$ cat config.mk
export PLATFORM = sky130hd
export DESIGN_NAME = pipelined_adder
export DESIGN_NICKNAME = d
export VERILOG_FILES = /design/src/rtl/pipelined_adder.sv
export SDC_FILE = /design/constraint.sdc
export NUM_CORES = 1
export LEC_CHECK = 0
export BUFFER_PORTS_ARGS = -buffer_cell sky130_fd_sc_hd__buf_2
export CORE_MARGIN = 3
export CORE_UTILIZATION = 40
export CTS_CLUSTER_SIZE = 14
export DETAILED_ROUTE_END_ITERATION = 8
export GPL_TIMING_DRIVEN = 1
export PLACE_DENSITY_LB_ADDON = 0.15
export SLEW_MARGIN = 40
export SYNTH_ARGS = -nofsm -noshare
export SYNTH_HDL_FRONTEND = slang
export SYNTH_SLANG_ARGS = --single-unit
$ cat constraint.sdc
create_clock -name clk -period 2.5 [get_ports clk]
set_input_delay 0.125 -clock clk [delete_from_list [all_inputs] [get_ports clk]]
set_output_delay 0.125 -clock clk [all_outputs]
set_load 0.02 [all_outputs]
$ cat src/rtl/pipelined_adder.sv
// pipelined_adder: parametrised add/subtract unit split into STAGES
// carry-chained register stages of CW = WIDTH/STAGES bits each, with a
// valid/ready stream interface on both sides and signed-overflow output.
//
// Handshake: an operation is accepted on a rising edge where
// in_valid && in_ready; a result is taken on a rising edge where
// out_valid && out_ready. The whole pipe advances together when
// adv = !out_valid || out_ready, so in_ready is the only signal with a
// combinational path from an input (out_ready). When adv is low every
// stage, bubbles included, holds its contents and in_valid is ignored.
//
// Stage k adds chunk k of A and B' (B' = sub ? ~B : B) with the carry
// registered by stage k-1. Operand bits not yet consumed ride along in
// shrinking "remainder" registers, and finished result chunks accumulate
// in growing sum registers, so the last stage holds the full-width S.

module pipelined_adder #(
    parameter int WIDTH  = 16,
    parameter int STAGES = 4
) (
    input  logic             clk,
    input  logic             rst,
    input  logic             in_valid,
    output logic             in_ready,
    input  logic [WIDTH-1:0] A,
    input  logic [WIDTH-1:0] B,
    input  logic             C_in,
    input  logic             sub,
    output logic             out_valid,
    input  logic             out_ready,
    output logic [WIDTH-1:0] S,
    output logic             C_out,
    output logic             ovf
);

    localparam int CW = WIDTH / STAGES;

    // Global advance enable shared by every stage.
    logic             adv;
    // Operand B after optional inversion, and the stage-0 carry-in.
    logic [WIDTH-1:0] b_eff;
    logic             cin0;

    assign adv      = !out_valid || out_ready;
    assign in_ready = adv;
    assign b_eff    = sub ? ~B : B;
    // Subtraction is A + ~B + 1, so C_in is ignored when sub is set.
    assign cin0     = sub ? 1'b1 : C_in;

    for (genvar k = 0; k < STAGES; k++) begin : g_stage
        // Operand bits entering this stage (its own chunk plus the rest).
        localparam int IW = WIDTH - k * CW;
        // Result bits held by this stage once it has added its chunk.
        localparam int SW = (k + 1) * CW;

        logic [IW-1:0] a_src;
        logic [IW-1:0] b_src;
        logic          cin_src;
        logic          vld_src;

        // {carry out, chunk sum} for this stage's slice.
        logic [CW:0]   chunk;
        logic [SW-1:0] sum_d;
        logic          carry_d;
        logic          vld_d;

        logic [SW-1:0] sum_q;
        logic          carry_q;
        logic          vld_q;

        assign chunk = {1'b0, a_src[CW-1:0]}
                     + {1'b0, b_src[CW-1:0]}
                     + {{CW{1'b0}}, cin_src};

        assign carry_d = chunk[CW];
        assign vld_d   = vld_src;

        if (k == 0) begin : g_head
            // First stage is fed straight from the input port.
            assign a_src   = A;
            assign b_src   = b_eff;
            assign cin_src = cin0;
            assign vld_src = in_valid;
            assign sum_d   = chunk[CW-1:0];
        end else begin : g_body
            // Later stages consume the predecessor's remainder and carry,
            // and append their chunk above the already-finished low bits.
            assign a_src   = g_stage[k-1].g_rem.a_rem_q;
            assign b_src   = g_stage[k-1].g_rem.b_rem_q;
            assign cin_src = g_stage[k-1].carry_q;
            assign vld_src = g_stage[k-1].vld_q;
            assign sum_d   = {chunk[CW-1:0], g_stage[k-1].sum_q};
        end

        // Stage result, carry and valid: cleared on reset, loaded on advance.
        always_ff @(posedge clk) begin
            if (rst) begin
                vld_q   <= 1'b0;
                sum_q   <= '0;
                carry_q <= 1'b0;
            end else if (adv) begin
                vld_q   <= vld_d;
                sum_q   <= sum_d;
                carry_q <= carry_d;
            end
        end

        if (k < STAGES - 1) begin : g_rem
            // Width of the operand bits still to be added by later stages.
            localparam int RW = IW - CW;

            logic [RW-1:0] a_rem_d;
            logic [RW-1:0] b_rem_d;
            logic [RW-1:0] a_rem_q;
            logic [RW-1:0] b_rem_q;

            assign a_rem_d = a_src[IW-1:CW];
            assign b_rem_d = b_src[IW-1:CW];

            // Unconsumed operand bits travel alongside the partial result.
            always_ff @(posedge clk) begin
                if (rst) begin
                    a_rem_q <= '0;
                    b_rem_q <= '0;
                end else if (adv) begin
                    a_rem_q <= a_rem_d;
                    b_rem_q <= b_rem_d;
                end
            end
        end

        if (k == STAGES - 1) begin : g_tail
            // Carry into the MSB recovered from the MSB sum bit:
            // sum = a ^ b ^ cin, hence cin = sum ^ a ^ b.
            logic msb_cin;
            logic ovf_d;
            logic ovf_q;

            assign msb_cin = a_src[CW-1] ^ b_src[CW-1] ^ chunk[CW-1];
            assign ovf_d   = msb_cin ^ chunk[CW];

            // Signed overflow registered alongside the final result.
            always_ff @(posedge clk) begin
                if (rst) begin
                    ovf_q <= 1'b0;
                end else if (adv) begin
                    ovf_q <= ovf_d;
                end
            end
        end
    end

    assign out_valid = g_stage[STAGES-1].vld_q;
    assign S         = g_stage[STAGES-1].sum_q;
    assign C_out     = g_stage[STAGES-1].carry_q;
    assign ovf       = g_stage[STAGES-1].g_tail.ovf_q;

endmodule

==> results.py <==
metrics = {
    "run_status": {
        "status": "completed",
    },
    "logic_synthesis": {
        "synth.net_count": 525,
        "synth_top_cell_by_area": "dfxtp_1",
        "synthArstFlopShare": 0,
        "synthTopCellsByCount": "nand2_1 (142), dfxtp_1 (97), a21oi_1 (74), nor2_1 (24), a211oi_1 (20)",
        "yosys_warnings": 0,
        "netlist_area_mm2": 0.00399,
        "synth_area_leaders": "dfxtp_1 (49%), nand2_1 (13%), a21oi_1 (9.3%)",
        "synth_edf_count": 0,
        "yosysSeqAreaShare": 0.486,
        "synthCells": 467,
        "post_synth.cell_area_avg_um2": 8.55,
        "ys_seq_elements": 97,
        "yosys.area.top_type_share": 0.486,
        "yosys_most_used_dff": "dfxtp_1",
        "yosysUniqueCellTypes": 29,
        "synth_most_common_cell": "nand2_1",
    },
    "die": {
        "initial_core_util": 0.422,
        "die_w_um": 106,
        "core.rowCount": 35,
        "die-area_mm2": 0.0112,
        "core_mm2": 0.00946,
        "die_y_um": 106,
        "io_pins": 58,
    },
    "cts": {
        "cts_tree": "done",
        "cts.clk_slew.worst_paths_ns": 0.09,
        "cts_root_buffer": "clkbuf_8",
        "htree_levels": 3,
        "cts.sinks": 97,
        "clk-insertion-delay-late_ns": 0.36,
        "postCtsResizedCells": 0,
        "numCtsBuffers": 9,
        "clock_path_buffers": 2,
    },
    "worst_setup_path": {
        "timing.rr.end": "ovf$_SDFFE_PP0P_",
        "path_class": "register to register",
        "timing.rr.start": "g_stage[2].carry_q$_SDFFE_PP0P_",
        "reg2reg_depth": 6,
        "cp-start-kind": "register",
        "cp.required_ns": 2.78,
        "r2r_slack_ns": 0.55,
        "cp-end-kind": "register",
        "cp_max_fo": 2,
        "cp.arrival_ns": 2.23,
    },
    "routing": {
        "ant_nets": 0,
        "vias": 3110,
        "viasPerCell": 4.75,
        "met1_length_um": 4190,
        "drc_errors": 0,
        "met3_wirelength_um": 298,
        "post_drt_wl_per_cell_um": 12.1,
        "dr.pass1.iters": 4,
        "dr.max_layer_used": "met4",
        "wl_um": 7930,
        "drtIter0Drc": 102,
        "routed-wl-met2_um": 3310,
    },
    "timing": {
        "fin_crit_sh": 0.779,
        "fin_skew_ns": 0.00887,
        "drv_slew": 0,
        "whs_ns": 0.0366,
        "relSlewSlack": 0.495,
        "min_period_ns": 1.95,
        "worst_pin_slew_ns": 0.758,
        "finalSetupViolCount": 0,
        "rsz0062_at_grt": "false",
        "tns_ns": 0,
        "final_hold_viol_count": 0,
        "max_freq_mhz": 513,
    },
    "grt": {
        "grt-ovfl-total": 0,
        "antenna_found_initial": 0,
        "grt_max_degree": 78,
        "grtUsageTotal": 0.150,
        "grt_pass1_wl_um": 13600,
        "grt_pass1_vias": 2869,
    },
    "hold_path": {
        "worstHoldStart": "A[4]",
        "hold_path_depth": 3,
        "hp-class": "primary input to register",
        "hold_end": "g_stage[0].g_rem.a_rem_q[0]$_SDFFE_PP0P_",
    },
    "placed_design": {
        "place_area_mm2": 0.00436,
        "place_congestion": 0.747,
        "io_buffers": 57,
        "place_hpwl_um": 5190,
    },
    "final_layout": {
        "num_antenna_cells": 0,
        "fillCellCount": 1005,
        "register_area_mm2": 0.00194,
        "stdcell_area_mm2": 0.00468,
        "multiInputGateArea_mm2": 0.00187,
        "final_nets": 579,
        "post_route_cells_drive_above_1_share": 0.163,
        "syn_to_final_growth_pct": 17.2,
    },
    "pwr": {
        "power.total_mw": 3.04,
        "peakVddDrop_mv": 0.246,
        "p_leak_nw": 1.98,
        "power_density_mw_per_mm2": 649,
    },
    "run": {
        "drv_cap": 0,
    },
}
cell type report:
| cell class | count | area share |
|---|---|---|
| clock inverter | 6 | 0.0144 |
| clock buffer | 10 | 0.0273 |
| inverter | 4 | 0.00348 |
| timing repair buffer | 77 | 0.105 |
| tap | 129 | 0.0345 |
| sequential | 97 | 0.415 |
| multi-input combinational | 332 | 0.400 |
repair_timing:
item                                    in CTS  in global routing
setup buffers                                0                  0
hold buffers                                11                  1
endpoints found under the setup margin       0                  0
hold endpoints to repair                    11                  1
cell families (layout without fill, tap and decap cells):
family | count (synthesis) | in the layout | synth area share
fa+ha+maj | 20 | 20 | 0.0777
xor+xnor | 22 | 22 | 0.0483
flops | 97 | 97 | 0.486
buf+inv | 38 | 97 | 0.0448
compound gates | 106 | 106 | 0.154
simple gates | 184 | 184 | 0.189
metal layers:
metal	global-route usage	vias to the layer above
met2	0.216	57
met4	0.0564	0
met3	0.0389	10
met5	0	-
li1	-	1648
met1	0.215	1395
how the worst max path moves through the flow:
stage / from / end / slack (ns) / cells after the start
2_1_floorplan: sub / g_stage[0].carry_q$_SDFFE_PP0P_ / 0.36 / 8
3_3_place_gp: sub / g_stage[0].carry_q$_SDFFE_PP0P_ / 0.47 / 7
3_5_place_dp: sub / g_stage[0].carry_q$_SDFFE_PP0P_ / 0.45 / 7
4_1_cts: out_valid$_SDFFE_PP0P_ / in_ready / 0.54 / 4
5_1_grt: out_valid$_SDFFE_PP0P_ / in_ready / 0.41 / 4
6_report: g_stage[2].carry_q$_SDFFE_PP0P_ / ovf$_SDFFE_PP0P_ / 0.55 / 6
per-stage QoR:
| step | cells | setup WS, ns | util |
|---|---|---|---|
| after global placement | 627 | 0.474 | 0.461 |
| after floorplan | 467 | 0.356 | - |
| after global routing | 655 | 0.412 | 0.495 |
| after detailed placement | 627 | 0.451 | 0.461 |
| after CTS | 654 | 0.540 | 0.494 |
| final | 655 | 0.552 | 0.495 |
flip-flops by register name, summed over array words and instances, names as in the netlist:
register,flops
g_stage.vld_q,3
C_out,1
S,16
ovf,1
out_valid,1
g_stage.g_rem.b_rem_q,24
g_stage.g_rem.a_rem_q,24
g_stage.sum_q,24
g_stage.carry_q,3
power breakdown:
group          switching (mW)  internal [mW]  total [mW]
combinational           0.177          0.159       0.337
clock                   0.533          0.466        1.00
sequential             0.0569           1.65        1.70
total                   0.767           2.27        3.04
layout by cell type (no fill, tap or decap), drive strengths merged:
| cell type | n |
|---|---|
| a211oi | 21 |
| a21o | 7 |
| a21oi | 76 |
| buf | 65 |
| bufinv | 1 |
| clkbuf | 10 |
| clkinv | 3 |
| clkinvlp | 2 |
| dfxtp | 97 |
| dlygate4sd3 | 12 |
| fa | 8 |
| ha | 12 |
| inv | 4 |
| nand2 | 142 |
| nand3 | 3 |
| nand3b | 4 |
| nand4b | 3 |
| nor2 | 24 |
| nor2b | 2 |
| nor3 | 2 |
| o21ai | 1 |
| o31ai | 1 |
| or2 | 1 |
| or4 | 3 |
| xnor2 | 17 |
| xor2 | 5 |
critical path, stage by stage (launching register included):
cell and delay [ns]:
dfxtp_1 0.34, fa_1 0.47, fa_1 0.42, a21o_1 0.19, a21oi_2 0.16, xnor2_1 0.09
a211oi_2 0.21
Power figures use the tool's default switching activity.
